## config.mk

```make
export PLATFORM = sky130hd
export DESIGN_NAME = bp_be_issue_queue
export DESIGN_NICKNAME = d
export VERILOG_FILES = /design/src/rtl/bp_be_pkg.sv /design/src/rtl/bsg_mem_1r1w.sv /design/src/rtl/bp_be_issue_queue.sv
export SDC_FILE = /design/constraint.sdc
export NUM_CORES = 1
export LEC_CHECK = 0
export ABC_CLOCK_PERIOD_IN_PS = 6900
export CORE_MARGIN = 4
export CORE_UTILIZATION = 53
export DETAILED_ROUTE_END_ITERATION = 8
export HOLD_SLACK_MARGIN = 0.06
export PLACE_DENSITY = 0.74
export SYNTH_ARGS = -nofsm -noshare
export SYNTH_HDL_FRONTEND = slang
export SYNTH_HIERARCHICAL = 1
export SYNTH_SLANG_ARGS = --single-unit
```

## constraint.sdc

```tcl
create_clock -name clk_i -period 6.9 [get_ports clk_i]
set_input_delay 0.69 -clock clk_i [delete_from_list [all_inputs] [get_ports clk_i]]
set_output_delay 0.69 -clock clk_i [all_outputs]
set_load 0.02 [all_outputs]
```

## src/rtl/bp_be_pkg.sv

```systemverilog
`default_nettype none
// ============================================================================
//  Module      : bp_be_pkg
//  Description : Shared constants, helpers and types for the issue queue.
//  Revision    : 1.0  initial release
// ============================================================================
package bp_be_pkg;

    // Default entry count of the issue queue
    localparam int BP_BE_IQ_ELS = 8;

    // Pointer width for an els-entry queue: index bits plus one wrap bit
    function automatic int bp_be_ptr_width(input int els);
        return $clog2(els) + 1;
    endfunction

    localparam int BP_BE_IQ_PTR_W = bp_be_ptr_width(BP_BE_IQ_ELS);

    // Queue pointer for the default configuration: {wrap, index}
    typedef logic [BP_BE_IQ_PTR_W-1:0] bp_be_iq_ptr_t;

endpackage
`default_nettype wire

```

## src/rtl/bsg_mem_1r1w.sv

```systemverilog
`default_nettype none
// ============================================================================
//  Module      : bsg_mem_1r1w
//  Description : One-write, one-read register-file storage. Synchronous
//                write, asynchronous read, contents not reset.
//  Revision    : 1.0  initial release
// ============================================================================
module bsg_mem_1r1w #(
    parameter int width_p = 64,
    parameter int els_p   = 8
) (
    input  logic                       clk_i,
    input  logic                       w_v_i,
    input  logic [$clog2(els_p)-1:0]   w_addr_i,
    input  logic [width_p-1:0]         w_data_i,
    input  logic [$clog2(els_p)-1:0]   r_addr_i,
    output logic [width_p-1:0]         r_data_o
);

    logic [width_p-1:0] r_mem [els_p];

    // Write port: capture payload on the rising edge when enabled
    always_ff @(posedge clk_i) begin
        if (w_v_i) begin
            r_mem[w_addr_i] <= w_data_i;
        end
    end

    assign r_data_o = r_mem[r_addr_i];

endmodule
`default_nettype wire

```

## src/rtl/bp_be_issue_queue.sv

```systemverilog
`default_nettype none
// ============================================================================
//  Module      : bp_be_issue_queue
//  Description : Replayable issue queue with separate write, speculative-read
//                and commit pointers. Entries stay in storage until committed
//                with deq_i, so roll_i can rewind reads to the oldest
//                uncommitted entry. clr_i discards everything.
//  Config      : define BP_BE_ISSUE_QUEUE_BYPASS_EN to forward an enqueue to
//                the read port in the same cycle when no unread entry exists.
//  Revision    : 1.0  initial release
// ============================================================================
module bp_be_issue_queue
    import bp_be_pkg::*;
#(
    parameter int els_p   = 8,
    parameter int width_p = 64
) (
    input  logic                       clk_i,
    input  logic                       reset_i,

    input  logic [width_p-1:0]         data_i,
    input  logic                       v_i,
    output logic                       ready_o,

    output logic [width_p-1:0]         data_o,
    output logic                       v_o,
    input  logic                       yumi_i,

    input  logic                       deq_i,
    input  logic                       roll_i,
    input  logic                       clr_i,

    output logic [$clog2(els_p+1)-1:0] count_o
);

    localparam int LG_ELS = $clog2(els_p);
    localparam int PTR_W  = bp_be_ptr_width(els_p);
    localparam int CNT_W  = $clog2(els_p + 1);

    logic [PTR_W-1:0]   r_wptr;
    logic [PTR_W-1:0]   r_rptr;
    logic [PTR_W-1:0]   r_cptr;
    logic [PTR_W-1:0]   w_wptr_n;
    logic [PTR_W-1:0]   w_rptr_n;
    logic [PTR_W-1:0]   w_cptr_n;

    logic               w_full;
    logic               w_rd_empty;
    logic               w_enq;
    logic [width_p-1:0] w_mem_data;

    // Full when write and commit point at the same slot on different laps;
    // depends only on state so ready_o has no input path.
    assign w_full     = (r_wptr[LG_ELS-1:0] == r_cptr[LG_ELS-1:0]) &&
                        (r_wptr[LG_ELS] != r_cptr[LG_ELS]);
    assign ready_o    = ~w_full;
    assign w_rd_empty = (r_rptr == r_wptr);
    assign w_enq      = v_i & ready_o & ~clr_i;

    // Pointer next-state: clear wins; roll uses the post-deq commit point
    always_comb begin
        w_wptr_n = r_wptr;
        w_rptr_n = r_rptr;
        w_cptr_n = r_cptr;
        if (clr_i) begin
            w_wptr_n = '0;
            w_rptr_n = '0;
            w_cptr_n = '0;
        end else begin
            if (w_enq) begin
                w_wptr_n = r_wptr + PTR_W'(1);
            end
            if (deq_i) begin
                w_cptr_n = r_cptr + PTR_W'(1);
            end
            if (roll_i) begin
                w_rptr_n = w_cptr_n;
            end else if (yumi_i) begin
                w_rptr_n = r_rptr + PTR_W'(1);
            end
        end
    end

    // Pointer registers with asynchronous reset
    always_ff @(posedge clk_i or posedge reset_i) begin
        if (reset_i) begin
            r_wptr <= '0;
            r_rptr <= '0;
            r_cptr <= '0;
        end else begin
            r_wptr <= w_wptr_n;
            r_rptr <= w_rptr_n;
            r_cptr <= w_cptr_n;
        end
    end

    bsg_mem_1r1w #(
        .width_p (width_p),
        .els_p   (els_p)
    ) u_mem (
        .clk_i    (clk_i),
        .w_v_i    (w_enq),
        .w_addr_i (r_wptr[LG_ELS-1:0]),
        .w_data_i (data_i),
        .r_addr_i (r_rptr[LG_ELS-1:0]),
        .r_data_o (w_mem_data)
    );

`ifdef BP_BE_ISSUE_QUEUE_BYPASS_EN
    logic w_bypass;

    // Forward the incoming entry when nothing unread is stored; it is still
    // written, and a same-cycle yumi advances rptr alongside wptr.
    assign w_bypass = w_rd_empty & w_enq;
    assign v_o      = ~w_rd_empty | w_bypass;
    assign data_o   = w_bypass ? data_i : w_mem_data;
`else
    assign v_o      = ~w_rd_empty;
    assign data_o   = w_mem_data;
`endif

    // Occupancy from commit boundary to write point, modulo 2*els_p
    assign count_o = CNT_W'(r_wptr - r_cptr);

    a_yumi_needs_valid: assert property (
        @(posedge clk_i) disable iff (reset_i) yumi_i |-> v_o);

    a_deq_needs_read: assert property (
        @(posedge clk_i) disable iff (reset_i) deq_i |-> (r_cptr != r_rptr));

endmodule
`default_nettype wire

```

==> metrics, run 1 <==
compound-gate portion of the synthesized area=0.00368; Startpoint Class=flip-flop; post-route minimum period=4.38 ns; asr flop ratio synth=0.0229; met2 WL=19200 um; Port Buf Inserts=140; Hold Buf Count CTS=0; post_cts resized=0; largest family of logic cells by synthesized area=multiplexers; Final Setup Violations=0; endpoints failing hold=0; top cell type's share of synthesized area=0.767; min-delay worst type=input port to async pin; Synth area leaders=edfxtp_1 77%, mux4_2 14%, mux2_2 3.6%, dfrtp_1 1.5%, buf_6 0.62%; WP data required=a little over 6 ns; RSZ-0062 raised after global routing=no; Die W=202 um; Final Cycle Share=0.635; Max-Cap Viols=0; Area growth syn-to-layout=17.9%; share of post-route cells with drive strength above 1=0.272; overflow left after global routing=0; DR iter-0 viols=512; Slew headroom=0.183; Fin Hold WS=0.430 ns; worst reg-to-reg path cell count=8; Avg Vias per Cell=5.74; met3 WL post-DR=~2300 um; H-tree levels=2; wl on met1=15700 um; mapped cell area=between 0.02 and 0.025 sq mm; Root Buffer=clkbuf_16; Initial Utilization=0.542; clock buffer depth=3; Crit Path Category=flip-flop to primary output; library cells used by synthesis=27; initial antenna violation count=2; CTS tree=done; CTS Buf Count=52; Worst setup startpoint=r_rptr[2]$_DFFE_PP0P_; Post-Syn Nets=910; Worst VDD drop=0.000233 V; Slew @ Worst Pin=1.22 ns; DR pass1 iterations=4; Placed Area=around 0.022 sq mm; vias=8879; Nets=1084; Post-synth EDFFs=512; first-pass GRT wire length=58400 um; largest area contributor in the netlist=edfxtp_1; leakage power=between 7 and 8 nW; DP Wirelength=around 20000 um; number of fill cells=2466; top_reg_cell synth=edfxtp_1; flops & latches, synth=524; gr usage total=0.188; area share of fa/ha/maj cells after synthesis=0.00475; FF-to-FF End=u_mem/r_mem[5][11]$_DFFE_PP_; number of top-level pins=roughly 140; Final Slew Violations=0; cell count after synthesis=roughly 830; mux share of post-synthesis cell area=0.180; status=completed; largest net degree at the start of global routing=73; Final Routed Wirelength=38000 um; Clock Latency Late Sink=~0.57 ns; Critical Path AT=3.69 ns; Post-DRT Antenna Nets=0; syn_area_per_cell=between 20 and 25 sq um; die area=about 0.04 sq mm; register area share after synthesis=0.782; Core ar.=~0.037 sq mm; residual DRC count=0; crit path capture=data_o[39]; CP Capture Type=primary output; setup TNS=0 ns; top routing layer in use=met5; xor-xnor portion of the synthesized cell area=0.00743; skew final=between 0.01 and 0.015 ns; GP Congestion=0.704; Syn. warnings=6; post-route cell area=0.0236 sq mm; vias in the first global route=9656; fmax=228 MHz; Simple-Gate Fraction of Synth Area=0.00837; Power Density=291 mW/mm^2; Post-CTS Setup Bufs=0; Reg-to-Reg Start=r_wptr[0]$_DFFE_PP0P_; std cell rows=70; R2R Setup Slk=around 3.3 ns; Crit Path Max Fanout=72; clk slew on worst S/H paths=~0.060 ns; wire per inst=24.6 um; Die Height=just over 200 um; Sink Count=524
-- placed cells by master, fill, tap and decap left out, types with 3 or more instances in the layout --
| cell | instances |
|---|---|
| edfxtp_1 | 512 |
| clkdlybuf4s50_1 | 140 |
| mux4_2 | 128 |
| mux2_2 | 64 |
| clkbuf_16 | 53 |
| buf_4 | 16 |
| clkbuf_1 | 15 |
| xnor2_1 | 12 |
| clkinv_1 | 12 |
| nor2_1 | 10 |
| dfrtp_1 | 9 |
| nand2_1 | 7 |
| inv_1 | 6 |
| ha_1 | 6 |
| nor2_4 | 6 |
| xor2_1 | 5 |
| a21oi_1 | 4 |
| nand4_1 | 4 |
| a211oi_1 | 4 |
| clkinv_2 | 4 |
| bufinv_16 | 4 |
| dfrtp_4 | 3 |
| nand2b_1 | 3 |
-- worst max-delay path: stages, from the launching register on --
cell and delay (ns):
dfrtp_4 1.16, buf_4 0.69, mux4_2 0.40, mux2_2 0.28
clkdlybuf4s50_1 0.57
-- cells in the mapped netlist, drive strengths merged (5+ instances only) --
cell type,count
xnor2,12
xor2,5
ha,6
mux4,128
inv,6
edfxtp,512
nand2,7
mux2,64
buf,27
dfrtp,12
nor2,16
clkbuf,10
-- state kept, by name (all words and copies together), names as in the netlist --
register     flops
r_rptr           4
r_wptr           4
u_mem/r_mem    512
r_cptr           4
-- area by class of cell --
type	instances	area (sq um)	area share
clock inverters	21	194	0.00821
multi-input cells	265	4150	0.176
repair buffers	157	1540	0.0653
inverters	6	22.5	0.000954
flip-flops and latches	524	15700	0.664
diodes	1	2.50	0.000106
clock buffers	68	1380	0.0585
well taps	504	631	0.0267
-- stage by stage --
step / instances / total power, mW / util / setup WS (ns)
finish: 1546 / 6.86 / 0.639 / 2.52
global route: 1545 / 7.12 / 0.639 / 2.23
CTS: 1545 / 6.95 / 0.639 / 2.40
detailed placement: 1456 / 4.31 / 0.596 / 3.03
global placement: 1456 / 4.30 / 0.596 / 3.01
floorplan: 832 / 4.04 / - / 0.737
-- cell families after synthesis --
kind of cell / Yosys count
flops: 524
mux: 193
buf+inv: 43
simple gates: 37
xor+xnor: 17
compound gates: 11
fa+ha+maj: 7
-- power by group --
part	internal [mW]	leakage [nW]	total (mW)	switching (mW)
clock network	1.55	0.766	2.63	1.09
logic	0.338	1.81	0.639	0.301
registers	3.54	4.78	3.59	0.0480
-- worst min-delay path by stage --
stage | depth (start not counted) | to | start | slack (ns)
floorplan | 1 | r_cptr[0]$_DFF_PP0_ | reset_i | 0.55
global placement | 2 | r_cptr[1]$_DFF_PP0_ | r_cptr[1]$_DFF_PP0_ | 0.61
detailed placement | 2 | r_cptr[1]$_DFF_PP0_ | r_cptr[1]$_DFF_PP0_ | 0.63
CTS | 2 | r_wptr[1]$_DFFE_PP0P_ | reset_i | 0.42
global route | 2 | r_wptr[1]$_DFFE_PP0P_ | reset_i | 0.47
finish | 2 | r_wptr[1]$_DFFE_PP0P_ | reset_i | 0.43
-- routing by layer --
metal  up-vias  track usage
li1       3867            -
met1      4704        0.256
met2       249        0.315
met3        55       0.0404
met4         4       0.0521
met5         -            0
(Power assumes the default switching activity.)
==> run 2: changes to the inputs <==
- ABC_CLOCK_PERIOD_IN_PS: 6900 -> 4400
- clock period: 6.9 -> 4.4 ns (I/O delays scaled with it)
==> metrics, run 2 (synthesis results as in run 1) <==
Final Routed Wirelength=37700 um; vias=8941; status=completed; multi-input logic area=0.00415 sq mm; DP Wirelength=a little over 20000 um; fmax=273 MHz; setup TNS=0 ns; largest net degree at the start of global routing=65; Post-DRT Antenna Nets=0; DR pass1 iterations=5; Clock Latency Late Sink=0.57 ns; Die Height=between 200 and 250 um; CTS Buf Count=51; CP Capture Type=primary output; Nets=between 1000 and 1500; overflow left after global routing=0; R2R Setup Slk=roughly 1.4 ns; min-delay worst type=input port to async pin; Final Cycle Share=0.832; dpl ws=approximately 1.3 ns; Max-Cap Viols=0; Slew headroom=0.429; worst reg-to-reg path cell count=8; critical path depth in cells=4; gr usage total=0.188; Reg-to-Reg Start=r_wptr[0]$_DFFE_PP0P_; WP data required=3.96 ns; Die W=202 um; slowest stage cell, crit path=dfrtp_4; Initial Utilization=0.542; Avg Vias per Cell=about 5.8; Post-CTS Setup Bufs=0; GP Congestion=0.752; endpoints failing hold=0; DR iter-0 viols=between 500 and 600; critical path cell sequence=buf_12 -> mux4_2 -> mux2_2 -> clkdlybuf4s50_1; Crit path max-delay family=buffers and inverters; die area=~0.04 sq mm; H-tree levels=2; CP max stage delay=0.75 ns; Core ar.=0.0370 sq mm; clk slew on worst S/H paths=around 0.06 ns; crit path capture=data_o[20]; CP bufs+invs=2; Critical Path AT=3.22 ns; CTS tree=done; wire per inst=24.3 um; Sink Count=around 520; Port Buf Inserts=140; post-route minimum period=approximately 3.7 ns; residual DRC count=0; first-pass GRT wire length=~59000 um; RSZ-0062 raised after global routing=no; Reg area=0.0157 sq mm; FF-to-FF End=u_mem/r_mem[1][40]$_DFFE_PP_; share of post-route cells with drive strength above 1=0.283; Largest register FFs=512; initial antenna violation count=3; Final WS setup=between 0.7 and 0.8 ns; Power Density=455 mW/mm^2; Final Setup Violations=0; Worst VDD drop=0.000278 V; Slew @ Worst Pin=~0.85 ns; std cell rows=70; Root Buffer=clkbuf_16; leakage power=7.42 nW; most common cell after layout, fill and taps aside=edfxtp_1; Crit Path Max Fanout=a little over 50; Area growth syn-to-layout=18.9%; Worst setup startpoint=r_rptr[0]$_DFFE_PP0P_; Crit Path Category=flip-flop to primary output; post_cts resized=0; Most flops, register=u_mem/r_mem; most frequent cells in the layout=512 x edfxtp_1, 140 x clkdlybuf4s50_1, 128 x mux4_2; Hold Buf Count CTS=0; clock buffer depth=3; number of fill cells=roughly 2400; Final Slew Violations=0; vias in the first global route=roughly 9500; Startpoint Class=flip-flop; skew final=0.0191 ns; number of top-level pins=141
==> run 2: cell count changes in the layout (fill, tap and decap cells not counted), sizes merged <==
| cell | change |
|---|---|
| buf | +1 |
| clkbuf | +1 |
| clkinvlp | +4 |
==> run 2: metrics by stage <==
| step | area, sq um | hold slack, ns | utilization | total power [mW] | std cells |
|---|---|---|---|---|---|
| finish | 23800 | 0.205 | 0.644 | 10.8 | 1552 |
| global route | 23800 | 0.251 | 0.644 | 11.2 | 1552 |
| CTS | 23800 | 0.201 | 0.644 | 11.0 | 1551 |
| detailed placement | 22200 | 0.654 | 0.600 | 6.78 | 1457 |
| global placement | 22200 | 0.618 | 0.600 | 6.76 | 1457 |
| floorplan | 20000 | 0.305 | - | 6.33 | 832 |
==> run 2: per-layer routing <==
metal / vias to the layer above / track usage / wire, um
met2: 243 / 0.306 / 18800
met5: - / 0 / 23
met3: 56 / 0.0358 / 2110
li1: 3876 / - / -
met4: 4 / 0.0410 / 636
met1: 4762 / 0.271 / 16100
==> run 2: final cells by class <==
type	count	share of cell area
Timing Repair Buffer	158	0.0708
Sequential cell	524	0.659
Tap cell	504	0.0265
Antenna cell	1	0.000105
Clock inverter	25	0.0102
Clock buffer	69	0.0582
Inverter	6	0.000946
Multi-Input combinational cell	265	0.174
==> run 2: worst register-to-register path, delay by kind of cell (launching register included) <==
kind                     cells  cell delay [ns]
adder cells (fa/ha/maj)      1             0.35
flip-flops                   1             0.56
AND/OR/NAND/NOR              4             1.11
AO/OA/AOI/OAI                1             0.08
buffers and inverters        2             0.52
==> run 2: worst min path at each step <==
| stage | start | endpoint | slack [ns] | cells past startpoint |
|---|---|---|---|---|
| 4_1_cts | reset_i | r_wptr[3]$_DFFE_PP0P_ | 0.20 | 2 |
| 6_report | reset_i | r_wptr[3]$_DFFE_PP0P_ | 0.20 | 2 |
| 3_3_place_gp | r_cptr[1]$_DFF_PP0_ | r_cptr[1]$_DFF_PP0_ | 0.62 | 2 |
| 2_1_floorplan | reset_i | r_cptr[0]$_DFF_PP0_ | 0.30 | 1 |
| 3_5_place_dp | r_cptr[0]$_DFF_PP0_ | r_cptr[0]$_DFF_PP0_ | 0.65 | 2 |
| 5_1_grt | reset_i | r_wptr[3]$_DFFE_PP0P_ | 0.25 | 2 |
==> run 2: where the power goes <==
part | internal (mW) | switching, mW | total (mW)
sequential | 5.56 | 0.0605 | 5.62
combinational | 0.542 | 0.491 | 1.03
clock | 2.44 | 1.75 | 4.19
==> run 3: changes to the inputs <==
- ABC_CLOCK_PERIOD_IN_PS: 4400 -> 3300
- PLACE_DENSITY: 0.74 -> 0.77
- clock period: 4.4 -> 3.3 ns (I/O delays scaled with it)
==> metrics, run 3 (synthesis results as in run 1) <==
number of top-level pins=approximately 140; most common cell after layout, fill and taps aside=edfxtp_1; Port Buf Inserts=between 100 and 150; share of post-route cells with drive strength above 1=0.280; Slew @ Worst Pin=0.656 ns; dpl ws=0.505 ns; Startpoint Class=flip-flop; Post-DRT Antenna Nets=0; Final Routed Wirelength=39000 um; Final Slew Violations=0; Initial Utilization=0.542; Final Setup Violations=0; Final WS setup=0.112 ns; clk slew on worst S/H paths=0.06 ns; gr usage total=0.192; vias in the first global route=9843; Max-Cap Viols=0; GP Congestion=0.724; Worst VDD drop=0.000475 V; critical path cell sequence=buf_12 -> mux4_2 -> mux2_2 -> clkdlybuf4s50_1; number of fill cells=2453; endpoints failing hold=0; Area growth syn-to-layout=19.2%; vias=9122; CP max stage delay=0.77 ns; Largest register FFs=just over 500; Final Non-Filler Cells=1563; Clock Latency Late Sink=0.57 ns; DR pass1 iterations=4; post-route minimum period=3.19 ns; slowest stage cell, crit path=dfrtp_4; DR iter-0 viols=563; first-pass GRT wire length=59800 um; std cell rows=70; skew final=0.0110 ns; CTS Buf Count=51; Critical Path AT=2.86 ns; residual DRC count=0; largest net degree at the start of global routing=69; most frequent cells in the layout=512 x edfxtp_1, 140 x clkdlybuf4s50_1, 128 x mux4_2; Slew headroom=0.563; initial antenna violation count=3; Most flops, register=u_mem/r_mem; overflow left after global routing=0; DP Wirelength=21600 um; multi-input logic area=0.00417 sq mm; Tot Pwr=between 10 and 15 mW; Avg Vias per Cell=5.84; Reg area=0.0157 sq mm; die area=0.0410 sq mm; Root Buffer=clkbuf_16; fmax=314 MHz; Crit Path Max Fanout=34; CTS tree=done; clock buffer depth=3; Die W=202 um; Antenna Cells=0; status=completed; RSZ-0062 raised after global routing=no; leakage power=between 7 and 8 nW; Inst Count DP=1466; min-delay worst type=input port to async pin; Crit Path Category=flip-flop to primary output; Power Density=590 mW/mm^2; CP Capture Type=primary output; Final Cycle Share=0.966; Die Height=202 um; H-tree levels=2; Sink Count=524; wire per inst=25.0 um; Nets=1097; WP data required=2.97 ns; Core ar.=0.0370 sq mm; Hold Buf Count CTS=0
-- run 3: power breakdown --
part	internal, mW	switching, mW	total [mW]
combinational	0.753	0.699	1.45
sequential	7.41	0.0524	7.46
clock	2.91	2.27	5.19
-- run 3: worst max-delay path, delay by kind of cell (launching register included) --
| kind | cells | cell delay (ns) |
|---|---|---|
| buffers and inverters | 2 | 0.84 |
| flip-flops | 1 | 0.77 |
| multiplexers | 2 | 0.64 |
-- run 3: timing repair --
item,CTS,global route
buffers inserted,1,3
resized for setup,0,1
endpoints found under the setup margin,55,25
-- run 3: through the flow --
step	setup TNS [ns]	area (sq um)	util	hold WS, ns
floorplan	-36.48	20100	-	0.195
global placement	0	22400	0.605	0.611
detailed placement	0	22400	0.605	0.633
CTS	0	23900	0.645	0.113
global route	0	23900	0.646	0.158
finish	0	23900	0.646	0.107
-- run 3: path summary, 6_finish.rpt --
| check | end | depth (start not counted) | start | slack, ns |
|---|---|---|---|---|
| worst max-delay path | data_o[51] | 4 | r_rptr[2]$_DFFE_PP0P_ | 0.11 |
| worst min-delay path | r_cptr[2]$_DFF_PP0_ | 2 | reset_i | 0.11 |
| worst max register to register | u_mem/r_mem[4][33]$_DFFE_PP_ | 8 | r_wptr[0]$_DFFE_PP0P_ | 0.69 |
| worst min register to register | r_cptr[1]$_DFF_PP0_ | 2 | r_cptr[1]$_DFF_PP0_ | 0.65 |
| max in group asynchronous | r_rptr[2]$_DFFE_PP0P_ | 2 | reset_i | 2.83 |
| min in group clk_i | r_wptr[1]$_DFFE_PP0P_ | 3 | v_i | 0.47 |
-- run 3: cell type report --
class | count | share of cell area
flip-flops and latches | 524 | 0.657
multi-input cells | 265 | 0.175
repair buffers | 171 | 0.0788
clock buffers | 66 | 0.0576
well taps | 504 | 0.0264
clock inverters | 27 | 0.00461
inverters | 6 | 0.000943
-- run 3: routing by layer --
metal / track usage / part of all wire / up-vias
met2: 0.322 / 0.51 / 245
li1: - / - / 3895
met1: 0.266 / 0.42 / 4915
met3: 0.0359 / 0.051 / 61
met5: 0 / 0.0010 / -
met4: 0.0524 / 0.020 / 6
